<file path="src/rtl/nn_seq_pkg.sv">
// Shared types and helpers for the layer MAC sequencer.
package nn_seq_pkg;

    typedef enum logic [1:0] {
        StIdle,
        StRun,
        StDone
    } seq_state_t;

    // Index width for a terminal count n; never narrower than one bit.
    function automatic int unsigned idx_width(input int unsigned n);
        return (n <= 1) ? 1 : $clog2(n);
    endfunction

endpackage

</file>
<file path="src/rtl/mod_counter.sv">
// Modulo-MAX up-counter on the falling clock edge with synchronous clear.
module mod_counter #(
    parameter int unsigned MAX = 2,
    parameter int unsigned W   = 1
) (
    input  logic         clk,
    input  logic         rst,
    input  logic         clr,
    input  logic         inc,
    output logic [W-1:0] count,
    output logic         at_max
);

    // Terminal value is MAX-1, not the power-of-two limit of W.
    assign at_max = (count == W'(MAX - 1));

    // Count state: reset/clear to zero, otherwise step and wrap at the terminal count.
    always_ff @(negedge clk) begin
        if (rst) begin
            count <= '0;
        end else if (clr) begin
            count <= '0;
        end else if (inc) begin
            count <= at_max ? '0 : count + W'(1);
        end
    end

endmodule

</file>
<file path="src/rtl/layer_mac_sequencer.sv">
// Walks N_IN inputs for each of N_OUT neurons, pulsing clear/done per neuron.
module layer_mac_sequencer
    import nn_seq_pkg::*;
#(
    parameter int unsigned N_IN  = 3,
    parameter int unsigned N_OUT = 2
) (
    input  logic                                 clk,
    input  logic                                 rst,
    input  logic                                 start,
    input  logic                                 ack,
    output logic                                 mac_en,
    output logic [nn_seq_pkg::idx_width(N_IN)-1:0]  in_idx,
    output logic [nn_seq_pkg::idx_width(N_OUT)-1:0] out_idx,
    output logic                                 clr_acc,
    output logic                                 neuron_done,
    output logic [nn_seq_pkg::idx_width(N_OUT)-1:0] out_idx_done,
    output logic                                 busy,
    output logic                                 ack_mac
);

    localparam int unsigned IN_W  = idx_width(N_IN);
    localparam int unsigned OUT_W = idx_width(N_OUT);

    seq_state_t state;
    logic       run;
    logic       launch;
    logic       in_inc;
    logic       out_inc;
    logic       in_at_max;
    logic       out_at_max;

    assign run     = (state == StRun);
    // start is only honoured outside RUN; it also masks any ack in that cycle.
    assign launch  = start && !run;
    assign in_inc  = run && ack;
    assign out_inc = in_inc && in_at_max;

    assign mac_en = run;
    assign busy   = run;

    mod_counter #(
        .MAX (N_IN),
        .W   (IN_W)
    ) u_in_cnt (
        .clk    (clk),
        .rst    (rst),
        .clr    (launch),
        .inc    (in_inc),
        .count  (in_idx),
        .at_max (in_at_max)
    );

    mod_counter #(
        .MAX (N_OUT),
        .W   (OUT_W)
    ) u_out_cnt (
        .clk    (clk),
        .rst    (rst),
        .clr    (launch),
        .inc    (out_inc),
        .count  (out_idx),
        .at_max (out_at_max)
    );

    // Sequencing FSM with registered pulse and status outputs.
    always_ff @(negedge clk) begin
        if (rst) begin
            state        <= StIdle;
            clr_acc      <= 1'b0;
            neuron_done  <= 1'b0;
            out_idx_done <= '0;
            ack_mac      <= 1'b0;
        end else begin
            clr_acc     <= 1'b0;
            neuron_done <= 1'b0;
            unique case (state)
                StIdle, StDone: begin
                    if (start) begin
                        state   <= StRun;
                        ack_mac <= 1'b0;
                        clr_acc <= 1'b1;
                    end
                end
                StRun: begin
                    if (ack && in_at_max) begin
                        neuron_done  <= 1'b1;
                        out_idx_done <= out_idx;
                        if (out_at_max) begin
                            state   <= StDone;
                            ack_mac <= 1'b1;
                        end else begin
                            clr_acc <= 1'b1;
                        end
                    end
                end
                default: state <= StIdle;
            endcase
        end
    end

endmodule

</file>
<file path="config.mk">
export PLATFORM = sky130hd
export DESIGN_NAME = layer_mac_sequencer
export DESIGN_NICKNAME = d
export VERILOG_FILES = /design/src/rtl/nn_seq_pkg.sv /design/src/rtl/mod_counter.sv /design/src/rtl/layer_mac_sequencer.sv
export SDC_FILE = /design/constraint.sdc
export NUM_CORES = 1
export LEC_CHECK = 0
export BUFFER_PORTS_ARGS = -buffer_cell sky130_fd_sc_hd__clkbuf_2
export CAP_MARGIN = 20
export CORE_AREA = 3 3 40 42
export DETAILED_ROUTE_END_ITERATION = 7
export DIE_AREA = 0 0 43 45
export PLACE_DENSITY = 0.5
export SETUP_SLACK_MARGIN = 0.5
export SLEW_MARGIN = 0
export SYNTH_ARGS = -nofsm -noshare
export SYNTH_HDL_FRONTEND = slang
export SYNTH_SLANG_ARGS = --single-unit
export TNS_END_PERCENT = 50
</file>
<file path="constraint.sdc">
create_clock -name clk -period 1.4 [get_ports clk]
set_clock_uncertainty 0.05 [all_clocks]
set_input_delay 0.07 -clock clk [delete_from_list [all_inputs] [get_ports clk]]
set_output_delay 0.07 -clock clk [all_outputs]
set_load 0.01 [all_outputs]
</file>
==> results list, run 1 <==
- Status: finished, violations left
- The final reports fail on negative setup slack.
- Along the worst path, the maximum fanout reaches 4.
- Full die area: 1935 sq um
- The number of cells on the worst reg-to-reg path is 5.
- Hold violation count in the final report: 0
- Core region area: 1285 sq um
- Number of hold buffers added after cts: 0
- Final TNS setup: -1.840 ns
- For this design the static power due to leakage is 0.3613 nW.
- WS Path Type: reg -> out
- At the worst endpoint, the arrival time is 1.65 ns.
- The clock network is responsible for 41.0% of the overall power.
- In this run the tightest slew margin relative to its limit is 84.83%.
- Number of global-route vias before repair: about 430
- For this run, the detailed router's first-pass iteration total came to 4.
- Setup repair after global routing could not meet its margin everywhere.
- Synthesis handed over a netlist of 42 instances.
- P per Cell Area: 920.9 nW/um^2
- CTS H-Tree Depth: 1
- Once detail routing completed, the nets flagged for antenna violations numbered 0.
- Die Y-Extent: between 40 and 50 microns
- In the layout the commonest cells are buf_4, inv_1, buf_6.
- Max capacitance violation total: 0
- For this run, the slowest stage of the critical path takes around 0.32 ns.
- Counting every net in the synthesized netlist gives 46.
- Routed via count: roughly 430
- After detailed routing, the number of remaining DRC violations is 0.
* Int Pwr: around 490 uW
* Startpoint of the worst register-to-register path: state[1]
- TritonCTS buffer count: 3
- Min-Delay Path Depth: 2
- Worst min-delay path endpoint: ack_mac
* Sw Pwr: about 210 uW
- Deepest clock path buffer count: 2
- First-iteration detailed-routing DRC count: 4
* Clock slew at the register clock pins of the worst setup and hold paths: around 0.030 ns
* Relative contribution of combinational cells to total power: between 20% and 30%
* Final estimated routing congestion in global placement: 0.6678
* Clk Tree Root Cell: clkbuf_4
- Capture point of the worst reg-to-reg path: u_in_cnt.count[0]
- Internal reg-to-reg setup slack: ~0.020 ns
- After global routing the overflow that remains totals 0.
- Overall fraction of global-route tracks in use: 12.27%
* Data required time at the worst endpoint: roughly 1.3 ns
- Row cnt: 13
- Smallest setup slack after layout: -0.3708 ns
- The worst setup path is launched from a flip-flop.
* Worst Hold Launch: ack_mac
- Total half-perimeter wirelength after legalization and detailed placement: approximately 660 microns
- Diode count: 0
- The initial utilization of the core area, before any placement, comes to between 20% and 30%.
* TritonCTS clock tree: done
* Number of top-level pins: 13
* Area Overhead vs Synth: 98.37%
* Crit end category: output port
- Average detailed-routed wire length per instance: between 10 and 15 microns
- Summing all flip-flop and latch instances after layout gives 187.7 sq um.
- The slowest stage of the critical path is the dfxtp_2 cell.
- Mapped cell area: between 300 and 400 sq um
- Max rail drop VDD: between 0.5 and 0.6 mV
- The number of placed instances, taps included, is 77.
- The count of buffers added on input and output ports is 12.
- Synthesized area per cell: about 9.1 sq um
- Yosys printed 0 warnings.
* Initial antenna violation count: 0
- Sequential fraction of the synthesis area: 47.06%
- The number of slew-limit violations in the final report is 0.
- Traced cell by cell, the critical path runs through nand2b_4, clkinv_4, buf_8.
- Switching Share: approximately 31%
- The routed design has 1087 microns of wire.
- Type of the most critical hold path: reg -> reg
- Horizontal extent of the die: about 43 microns
* Number of non-filler instances in the completed layout: 94
- Post-synthesis register bit count: 9
- Layout cells sized above 1: 63.29%
- Part of the total power dissipated in sequential elements: around two fifths
- Final net count: 84
* Worst Max-Slew Pin Slew: around 0.23 ns
- Vias per Instance: 4.564
- Largest net degree at the start of global routing: 10
- Layout fillers: between 100 and 150
- The first global-routing pass estimated 1738 microns of wire.
- Netlist cell types: 19
- Count of final setup violators: 9
- Clock latency on the worst-skew pair: 0.32 ns
* Multi-input combinational cell area: ~220 sq um
- CTS sink count: 9
- Leaving out fill and tap cells, the most frequent cell in the layout is buf_4.
[Yosys cell counts]
library cell | number | area (sq um)
buf_4 | 1 | 7.510
a21o_2 | 1 | 8.760
buf_6 | 1 | 11.26
a21oi_1 | 6 | 30.03
a31oi_1 | 2 | 12.51
or3b_2 | 1 | 8.760
a221oi_1 | 1 | 8.760
nand2_1 | 1 | 3.750
dfxtp_1 | 9 | 180.2
nand3b_1 | 4 | 30.03
clkbuf_1 | 1 | 3.750
or4_1 | 1 | 7.510
or3_1 | 1 | 6.260
o21ai_0 | 1 | 5.000
nand3_1 | 3 | 15.01
and3b_1 | 1 | 8.760
nand2b_1 | 3 | 18.77
inv_1 | 3 | 11.26
nor3_1 | 1 | 5.000
[critical path: cells and delay by family, from the launching register on]
family / cells / cell delay [ns]
flops: 1 / 0.32
buf+inv: 2 / 0.19
simple gates: 1 / 0.14
[sequential cells by signal (all words and copies together) (netlist names)]
signal / flops
out_idx_done: 1
state: 2
ack_mac: 1
clr_acc: 1
u_out_cnt.at_max: 1
u_in_cnt.count: 2
neuron_done: 1
[worst max-delay path by stage]
stage          startpoint           endpoint  slack [ns]  cells after the start
6_report         state[1]             mac_en       -0.37                      3
5_1_grt          state[1]             mac_en       -0.41                      3
4_1_cts          state[1]               busy       -0.38                      3
3_5_place_dp          ack  u_in_cnt.count[0]       -0.25                      4
3_3_place_gp          ack   u_out_cnt.at_max       -0.22                      4
2_1_floorplan    state[1]             mac_en       -0.11                      4
[layer usage]
metal | GRT usage [%] | wire [microns]
met1 | 12.62 | 456
met4 | 6.627 | 0
met5 | 0 | 0
met3 | 6.773 | 51
met2 | 20.06 | 579
[kinds of logic after synthesis]
group	Yosys count	share of synthesized area (%)
AND/OR/NAND/NOR	16	27.12
AO/OA/AOI/OAI	11	16.99
flip-flops	9	47.06
buffers and inverters	6	8.823
[power groups by stage]
stage	Sequential (mW)	Combinational, mW	Clock [mW]
after global routing	0.274	0.150	0.335
final	0.273	0.140	0.287
after CTS	0.272	0.125	0.298
after global placement	0.275	0.0936	0.0440
after detailed placement	0.275	0.0935	0.0440
after floorplan	0.281	0.0471	0.0440
[final cells by class]
class / instances / share of cell area, %
clock buffers: 3 / 2.965
multi-input cells: 27 / 28.50
flip-flops and latches: 9 / 24.71
inverters: 2 / 1.977
well taps: 15 / 2.471
repair buffers: 28 / 34.43
clock inverters: 10 / 4.942
[through the flow]
stage | hold WS [ns] | utilization (%) | worst slack, ns | total power, mW | instance area [sq um]
final | 0.4228 | 59.10 | -0.3708 | 0.6994 | 759.5
after global routing | 0.4616 | 59.10 | -0.4140 | 0.7580 | 759.5
after CTS | 0.4045 | 54.43 | -0.3809 | 0.6950 | 699.4
after detailed placement | 0.4030 | 41.58 | -0.2481 | 0.4124 | 534.3
after global placement | 0.3942 | 41.58 | -0.2177 | 0.4125 | 534.3
after floorplan | 0.4305 | - | -0.1134 | 0.3718 | 399.1
[timing repair]
item                                    CTS  global route
resized for setup                        22            20
pin swaps                                14             6
endpoints found under the setup margin   18            18
setup buffers                             4             1
Power figures use the tool's default switching activity.
==> run 2: changes to the inputs <==
--- a/config.mk
+++ b/config.mk
@@ -5,15 +5,14 @@
 export SDC_FILE = /design/constraint.sdc
 export NUM_CORES = 1
 export LEC_CHECK = 0
-export BUFFER_PORTS_ARGS = -buffer_cell sky130_fd_sc_hd__clkbuf_2
 export CAP_MARGIN = 20
 export CORE_AREA = 3 3 40 42
 export DETAILED_ROUTE_END_ITERATION = 7
 export DIE_AREA = 0 0 43 45
-export PLACE_DENSITY = 0.5
+export DONT_BUFFER_PORTS = 1
+export PLACE_DENSITY = 0.41
 export SETUP_SLACK_MARGIN = 0.5
 export SLEW_MARGIN = 0
 export SYNTH_ARGS = -nofsm -noshare
 export SYNTH_HDL_FRONTEND = slang
 export SYNTH_SLANG_ARGS = --single-unit
-export TNS_END_PERCENT = 50
==> run 2 against run 1 <==
Against the previous run: the run still ends with negative setup slack left; combinational power decreased by 63%; die area unchanged; clock power is 3% higher; clock-buffer cell count is the same; via count fell by 17%; setup slack better by 0.098 ns; critical path depth down 1; sequential share of layout area increased by 14 points; total power is 10% lower; cell count is 28% lower; hold slack better by 0.0087 ns; critical endpoint unchanged; largest power group unchanged.
==> results list, run 2 (synthesis results as in run 1) <==
* Row cnt: 13 (unchanged)
* Worst min-delay path endpoint: ack_mac (unchanged)
- Horizontal extent of the die: 43 microns (unchanged)
* Switching Share: 31.97% (was 30.59%)
- The pre-CTS setup slack was -0.1718 ns (was -0.2481 ns).
- The largest vdd supply drop came to 0.6058 mV (was 0.5353 mV).
* CTS sink count: 9 (unchanged)
- Startpoint of the worst register-to-register path: state[1] (unchanged)
* Data required time at the worst endpoint: 1.28 ns (about the same)
- Multi-input combinational cell area: 207.7 sq um (was 216.5 sq um)
- Relative contribution of combinational cells to total power: 8.3% (was 20.0%)
* Number of top-level pins: 13 (unchanged)
* Largest stage delay, worst path: 0.29 ns (was 0.32 ns)
* Status: finished, violations left (unchanged)
- The critical path endpoint category was an output port (unchanged).
- Slowest stage cell on the critical path: dfxtp_1 (was dfxtp_2)
- Initial antenna violation count: 0 (unchanged)
* Post-CTS setup buffer count: 0 (was 4)
- Part of the total power dissipated in sequential elements: 44.5% (was 39.1%)
* Top Registers: state x2, u_in_cnt.count x2 (unchanged)
- Gr ovfl total: 0 (unchanged)
* Wire length of the first global-routing pass: 1414 microns (was 1738 microns)
- Largest net degree at the start of global routing: 10 (unchanged)
- The routed wire length came to 935 microns (was 1087 microns).
* Full die area: 1935 sq um (unchanged)
- WS Path Type: reg -> out (unchanged)
* Capture point of the worst reg-to-reg path: u_in_cnt.count[0] (unchanged)
- The total count of hold-check failures in the final report is 0 (unchanged).
- The number of global-route vias before repair came to 339 (was 426).
- The source-to-sink clock delay at the later pin of the worst-skew pair came to 0.33 ns (was 0.32 ns).
* Sw Pwr: 200.4 uW (was 214.0 uW)
- The highest fanout seen on the critical path came to 5 (was 4).
- Final Core Density: 40.12% (was 59.10%)
- Violated checks: negative setup slack (unchanged).
- The startpoint of the tightest hold check path was ack_mac (unchanged).
- The max-cap violation count was 0 (unchanged).
- Post-detailed-route DRC marker count: 0 (unchanged)
* Area Overhead vs Synth: 34.64% (was 98.37%)
- The logic depth of the worst register-to-register path is 4 (was 5).
- The total of hold buffers inserted after clock tree synthesis was 0 (unchanged).
- The cell internal power dissipation was 426.5 uW (was 485.4 uW).
- Total half-perimeter wirelength after legalization and detailed placement: 630.8 microns (was 658 microns)
* P per Cell Area: 1216 nW/um^2 (was 920.9 nW/um^2)
- Critical path cell sequence: nand2b_4, inv_6 (was nand2b_4, clkinv_4, buf_8)
- The flip-flop and latch area is 197.7 sq um (was 187.7 sq um).
- The internal reg-to-reg setup slack came to 0.10 ns (was 0.02 ns).
- The final RePlAce weighted congestion was 0.6993 (was 0.6678).
- Commonest non-fill, non-tap cell in the layout: inv_1 (was buf_4)
- The number of antenna cells inserted is 0 (unchanged).
* Vias per Instance: 5.235 (was 4.564)
* Routed via count: 356 (was 429)
- The fraction of final layout cells with drive strength greater than 1 is 43.40% (was 63.29%).
- Clk network pwr share: 47.1% (was 41.0%)
* Die Y-Extent: 45 microns (unchanged)
- Setup repair after global routing missed its margin: yes (unchanged).
- Drt first pass iters: 4 (unchanged)
- The CTS clock-pin slew for the worst setup and hold paths is 0.04 ns (was 0.03 ns).
* Worst Max-Slew Pin Slew: 0.1985 ns (was 0.2276 ns)
- The worst max-slew margin expressed relative to the limit came to 86.77% (was 84.83%).
* Type of origin of the critical path: flip-flop (unchanged)
* Initial Utilization: 29.80% (unchanged)
* Average detailed-routed wire length per instance: 13.75 microns (was 11.56 microns)
- The iteration-0 DRC count of the detailed router came to 5 (was 4).
* Count of final setup violators: 9 (unchanged)
* TritonCTS clock tree: done (unchanged)
* CTS H-Tree Depth: 1 (unchanged)
* Smallest setup slack after layout: -0.2730 ns (was -0.3708 ns)
* Final net count: 58 (was 84)
* Number of max-slew violations in the final report: 0 (unchanged)
* Clk Tree Root Cell: clkbuf_4 (unchanged)
- The number of fill cells in the layout was 139 (was 110).
* Final antenna-violating net count: 0 (unchanged)
- The first element of the critical path is state[1] (unchanged).
* Port Buffers: 0 (was 12)
- The clock buffer count from CTS came to 3 (unchanged).
- Min-Delay Path Depth: 2 (unchanged)
- Deepest clock path buffer count: 2 (unchanged)
* Commonest cells after routing, fill and taps aside: inv_1, dfxtp_2, nand3b_1 (was buf_4, inv_1, buf_6)
- The combined global-route utilization of all metal layers is 10.42% (was 12.27%).
- Type of the most critical hold path: reg -> reg (unchanged)
- The area of the core is 1285 sq um (unchanged).
- Lkg Pwr: 0.2164 nW (was 0.3613 nW)
- Worst EP arrival: 1.55 ns (was 1.65 ns)
-- run 2: what timing repair did --
| action | 4_1_cts | 5_1_grt |
|---|---|---|
| endpoints found under the setup margin | 18 | 18 |
| resized for setup | 8 | 1 |
| pin swaps | 2 | 0 |
-- run 2: worst max-delay path: cells and delay by family, from the launching register on --
| family | cells | cell delay [ns] |
|---|---|---|
| DFF | 1 | 0.29 |
| and+or+nand+nor | 1 | 0.15 |
| buffers and inverters | 1 | 0.09 |
-- run 2: layer usage --
| metal | up-vias | GRT usage [%] | share of wire, % |
|---|---|---|---|
| met5 | - | 0 | 0 |
| met4 | 0 | 7.229 | 0.64 |
| met3 | 2 | 9.562 | 12 |
| met2 | 14 | 14.07 | 46 |
| met1 | 169 | 10.14 | 41 |
| li1 | 171 | - | - |
-- run 2: power groups by stage --
stage | registers, mW | logic, mW | clock network (mW)
2_1_floorplan | 0.279 | 0.0490 | 0.0438
3_3_place_gp | 0.281 | 0.0454 | 0.0438
3_5_place_dp | 0.282 | 0.0469 | 0.0438
4_1_cts | 0.279 | 0.0515 | 0.312
5_1_grt | 0.280 | 0.0563 | 0.345
6_report | 0.279 | 0.0522 | 0.295
-- run 2: how the worst max path moves through the flow --
stage / endpoint / slack, ns / cells after the start
3_3_place_gp: u_out_cnt.at_max / -0.12 / 3
3_5_place_dp: u_in_cnt.count[0] / -0.17 / 3
4_1_cts: mac_en / -0.28 / 2
5_1_grt: mac_en / -0.32 / 2
6_report: mac_en / -0.27 / 2
2_1_floorplan: mac_en / -0.11 / 4
-- run 2: final cells by class --
type	count	share of cell area, %
clock buffers	3	4.369
clock inverters	10	7.282
inverters	2	2.427
multi-input cells	27	40.29
flip-flops and latches	9	38.35
well taps	15	3.641
repair buffers	2	3.641
-- run 2: metrics by stage --
step / cells / instance area [sq um] / hold slack, ns / TNS [ns] / power, mW
floorplan: 42 / 424.2 / 0.4121 / -0.4109 / 0.3721
global placement: 56 / 430.4 / 0.4179 / -0.4012 / 0.3704
detailed placement: 56 / 430.4 / 0.4205 / -0.4087 / 0.3726
CTS: 68 / 511.7 / 0.4349 / -1.356 / 0.6427
global route: 68 / 515.5 / 0.4141 / -1.561 / 0.6816
finish: 68 / 515.5 / 0.4315 / -1.260 / 0.6269
==> run 3: changes to the inputs <==
--- a/config.mk
+++ b/config.mk
@@ -6,9 +6,9 @@
 export NUM_CORES = 1
 export LEC_CHECK = 0
 export CAP_MARGIN = 20
-export CORE_AREA = 3 3 40 42
+export CORE_AREA = 2 2 39 41
 export DETAILED_ROUTE_END_ITERATION = 7
-export DIE_AREA = 0 0 43 45
+export DIE_AREA = 0 0 41 43
 export DONT_BUFFER_PORTS = 1
 export PLACE_DENSITY = 0.41
 export SETUP_SLACK_MARGIN = 0.5
==> run 3 against run 2 <==
Against the previous run: the flow still finishes with violations (negative setup slack); first-iteration DRC count is 60% lower; flip-flop and latch count stayed put; hold slack got worse by 0.0092 ns; combinational power is 41% higher; via count is 3.4% higher; sequential share of layout area decreased by 3.9 points; core utilization up 1.9 points; global-route usage up 3.3 points; register-to-register slack got worse by 0.10 ns; critical path depth unchanged; routed wire length rose by 0.21%; critical endpoint is now busy.
==> results list, run 3 (synthesis results as in run 1) <==
- Status: finished, violations left (unchanged)
- Violated checks: negative setup slack (unchanged)
- The arrival time at the worst endpoint was 1.56 ns (was 1.55 ns).
* Layout cells sized above 1: 55.36% (was 43.40%)
- Commonest non-fill, non-tap cell in the layout: inv_1 (unchanged)
- Buffers & Inverters on Critical Path: 1 (unchanged)
* Start point of the critical path: state[1] (unchanged)
* Cell area after placement: 431.7 sq um (was 430.4 sq um)
- The transition at the pin with the smallest max-transition slack was 0.1664 ns (was 0.1985 ns).
- Port Buffers: 0 (unchanged)
- Critical path cell sequence: nand2b_4, inv_6 (unchanged)
- Worst Hold Launch: out_idx_done (was ack_mac)
- Routed via count: 368 (was 356)
- Clock latency on the worst-skew pair: 0.33 ns (about the same)
- The class of the tightest hold or removal check is reg -> reg (unchanged).
- The routed via count divided by cell count was 5.111 (was 5.235).
- The clock buffer count from CTS is 3 (unchanged).
- The number of I/O pins came to 13 (unchanged).
* Hold violation count in the final report: 0 (unchanged)
- TritonCTS clock tree: done (unchanged)
- Clock slew at the register clock pins of the worst setup and hold paths: 0.03 ns (was 0.04 ns)
- The critical path endpoint category is an output port (unchanged).
- The iteration-0 DRC count of the detailed router came to 2 (was 5).
* Lkg Pwr: 0.2362 nW (was 0.2164 nW)
* Setup repair after global routing missed its margin: yes (unchanged)
- Number of global-route vias before repair: 394 (was 339)
* Final antenna-violating net count: 0 (unchanged)
- The area of the core came to 1384 sq um (was 1285 sq um).
- The number of DRC violations after detailed routing is 0 (unchanged).
* Commonest cells after routing, fill and taps aside: inv_1, nand3b_1, a21oi_2, dfxtp_4, dfxtp_2 (was inv_1, dfxtp_2, nand3b_1)
- Top Registers: state x2, u_in_cnt.count x2 (unchanged)
* Area Overhead vs Synth: 51.96% (was 34.64%)
- The final RePlAce weighted congestion is 0.6530 (was 0.6993).
- WHS: 0.4223 ns (was 0.4315 ns)
- The die boundary width was 41 microns (was 43 microns).
* Design area: 581.8 sq um (was 515.5 sq um)
- Row cnt: 14 (was 13)
- Total routed wirelength: 937 microns (was 935 microns)
- Crit Path Max Fanout: 5 (unchanged)
- The count of H-tree levels built during CTS was 1 (unchanged).
* Largest net degree at the start of global routing: 10 (unchanged)
* Diode count: 0 (unchanged)
- Type of origin of the critical path: flip-flop (unchanged)
* Kind of cell adding the most delay to the critical path: flip-flops (unchanged)
- CTS sink count: 9 (unchanged)
- The die extent in y is 43 microns (was 45 microns).
* Wire length of the first global-routing pass: 1545 microns (was 1414 microns)
- Average detailed-routed wire length per instance: 13.01 microns (was 13.75 microns)
* Drt first pass iters: 2 (was 4)
- Worst slew margin: 88.90% (was 86.77%)
* Smallest setup slack after layout: -0.2775 ns (was -0.2730 ns)
* Count of final setup violators: 9 (unchanged)
- Max rail drop VDD: 0.4880 mV (was 0.6058 mV)
* Largest stage delay, worst path: 0.29 ns (about the same)
- The initial antenna violation count came to 0 (unchanged).
* Initial Utilization: 27.67% (was 29.80%)
- Overall fraction of global-route tracks in use: 13.71% (was 10.42%)
- The cell at the slowest stage of the critical path is dfxtp_1 (unchanged).
- Startpoint of the worst register-to-register path: state[1] (unchanged)
- The layout net count is 61 (was 58).
- The clock tree root driver cell is clkbuf_4 (unchanged).
- The number of slew-limit violations in the final report was 0 (unchanged).
* P per Cell Area: 1102 nW/um^2 (was 1216 nW/um^2)
- Gr ovfl total: 0 (unchanged)
- Data required time at the worst endpoint: 1.28 ns (about the same)
- Number of hold buffers added after cts: 0 (unchanged)
- The max-cap violation count is 0 (unchanged).
- The path type of the worst setup path is reg -> out (unchanged).
- The maximum buffer depth of the clock tree is 2 (unchanged).
- Full die area: 1763 sq um (was 1935 sq um)
## run 3: layer usage
| layer | GRT usage, % | wire (microns) | vias to the layer above |
|---|---|---|---|
| met5 | 0 | 0 | - |
| met2 | 17.50 | 450 | 16 |
| met4 | 11.33 | 0 | 0 |
| li1 | - | - | 181 |
| met1 | 12.70 | 376 | 171 |
| met3 | 12.57 | 110 | 0 |
## run 3: what timing repair did
item,CTS,global route
hold endpoints to repair,0,0
resized for setup,13,5
endpoints found under the setup margin,18,18
gates cloned,0,0
setup buffers,3,0
pin swaps,3,2
## run 3: metrics by stage
step                      util [%]  TNS [ns]  setup WS (ns)  power, mW  instances
after CTS                    40.51    -1.400        -0.2955     0.6617         72
after global routing         42.04    -1.679        -0.3363     0.7125         72
after global placement       31.19   -0.3980        -0.1151     0.3702         57
after detailed placement     31.19   -0.5359        -0.1844     0.3720         57
after floorplan                  -   -0.4109        -0.1133     0.3721         42
final                        42.04    -1.235        -0.2775     0.6414         72
## run 3: path summary, 6_finish.rpt
kind,end,slack (ns),cells past startpoint
worst min register to register,out_idx_done,0.42,2
worst min-delay path,out_idx_done,0.42,2
worst max-delay path,busy,-0.28,2
worst max register to register,u_in_cnt.count[0],0,5
## run 3: tightest hold or removal path, stage by stage, from the launching register on
cell and delay [ns]:
dfxtp_2 0.33, o21ai_2 0.05, a21oi_1 0.05
## run 3: power breakdown
part / switching [mW] / internal, mW / total [mW]
sequential: 0.0145 / 0.264 / 0.278
clock: 0.153 / 0.136 / 0.290
combinational: 0.0337 / 0.0397 / 0.0734
total: 0.202 / 0.440 / 0.641
## run 3: area by class of cell
type                            count  area [sq um]
Tap cell                           16         20.02
Timing Repair Buffer                5         48.80
Inverter                            2         12.51
Sequential cell                     9         200.2
Clock buffer                        3         22.52
Fill cell                         138         802.0
Clock inverter                     10         37.54
Multi-Input combinational cell     27         240.2
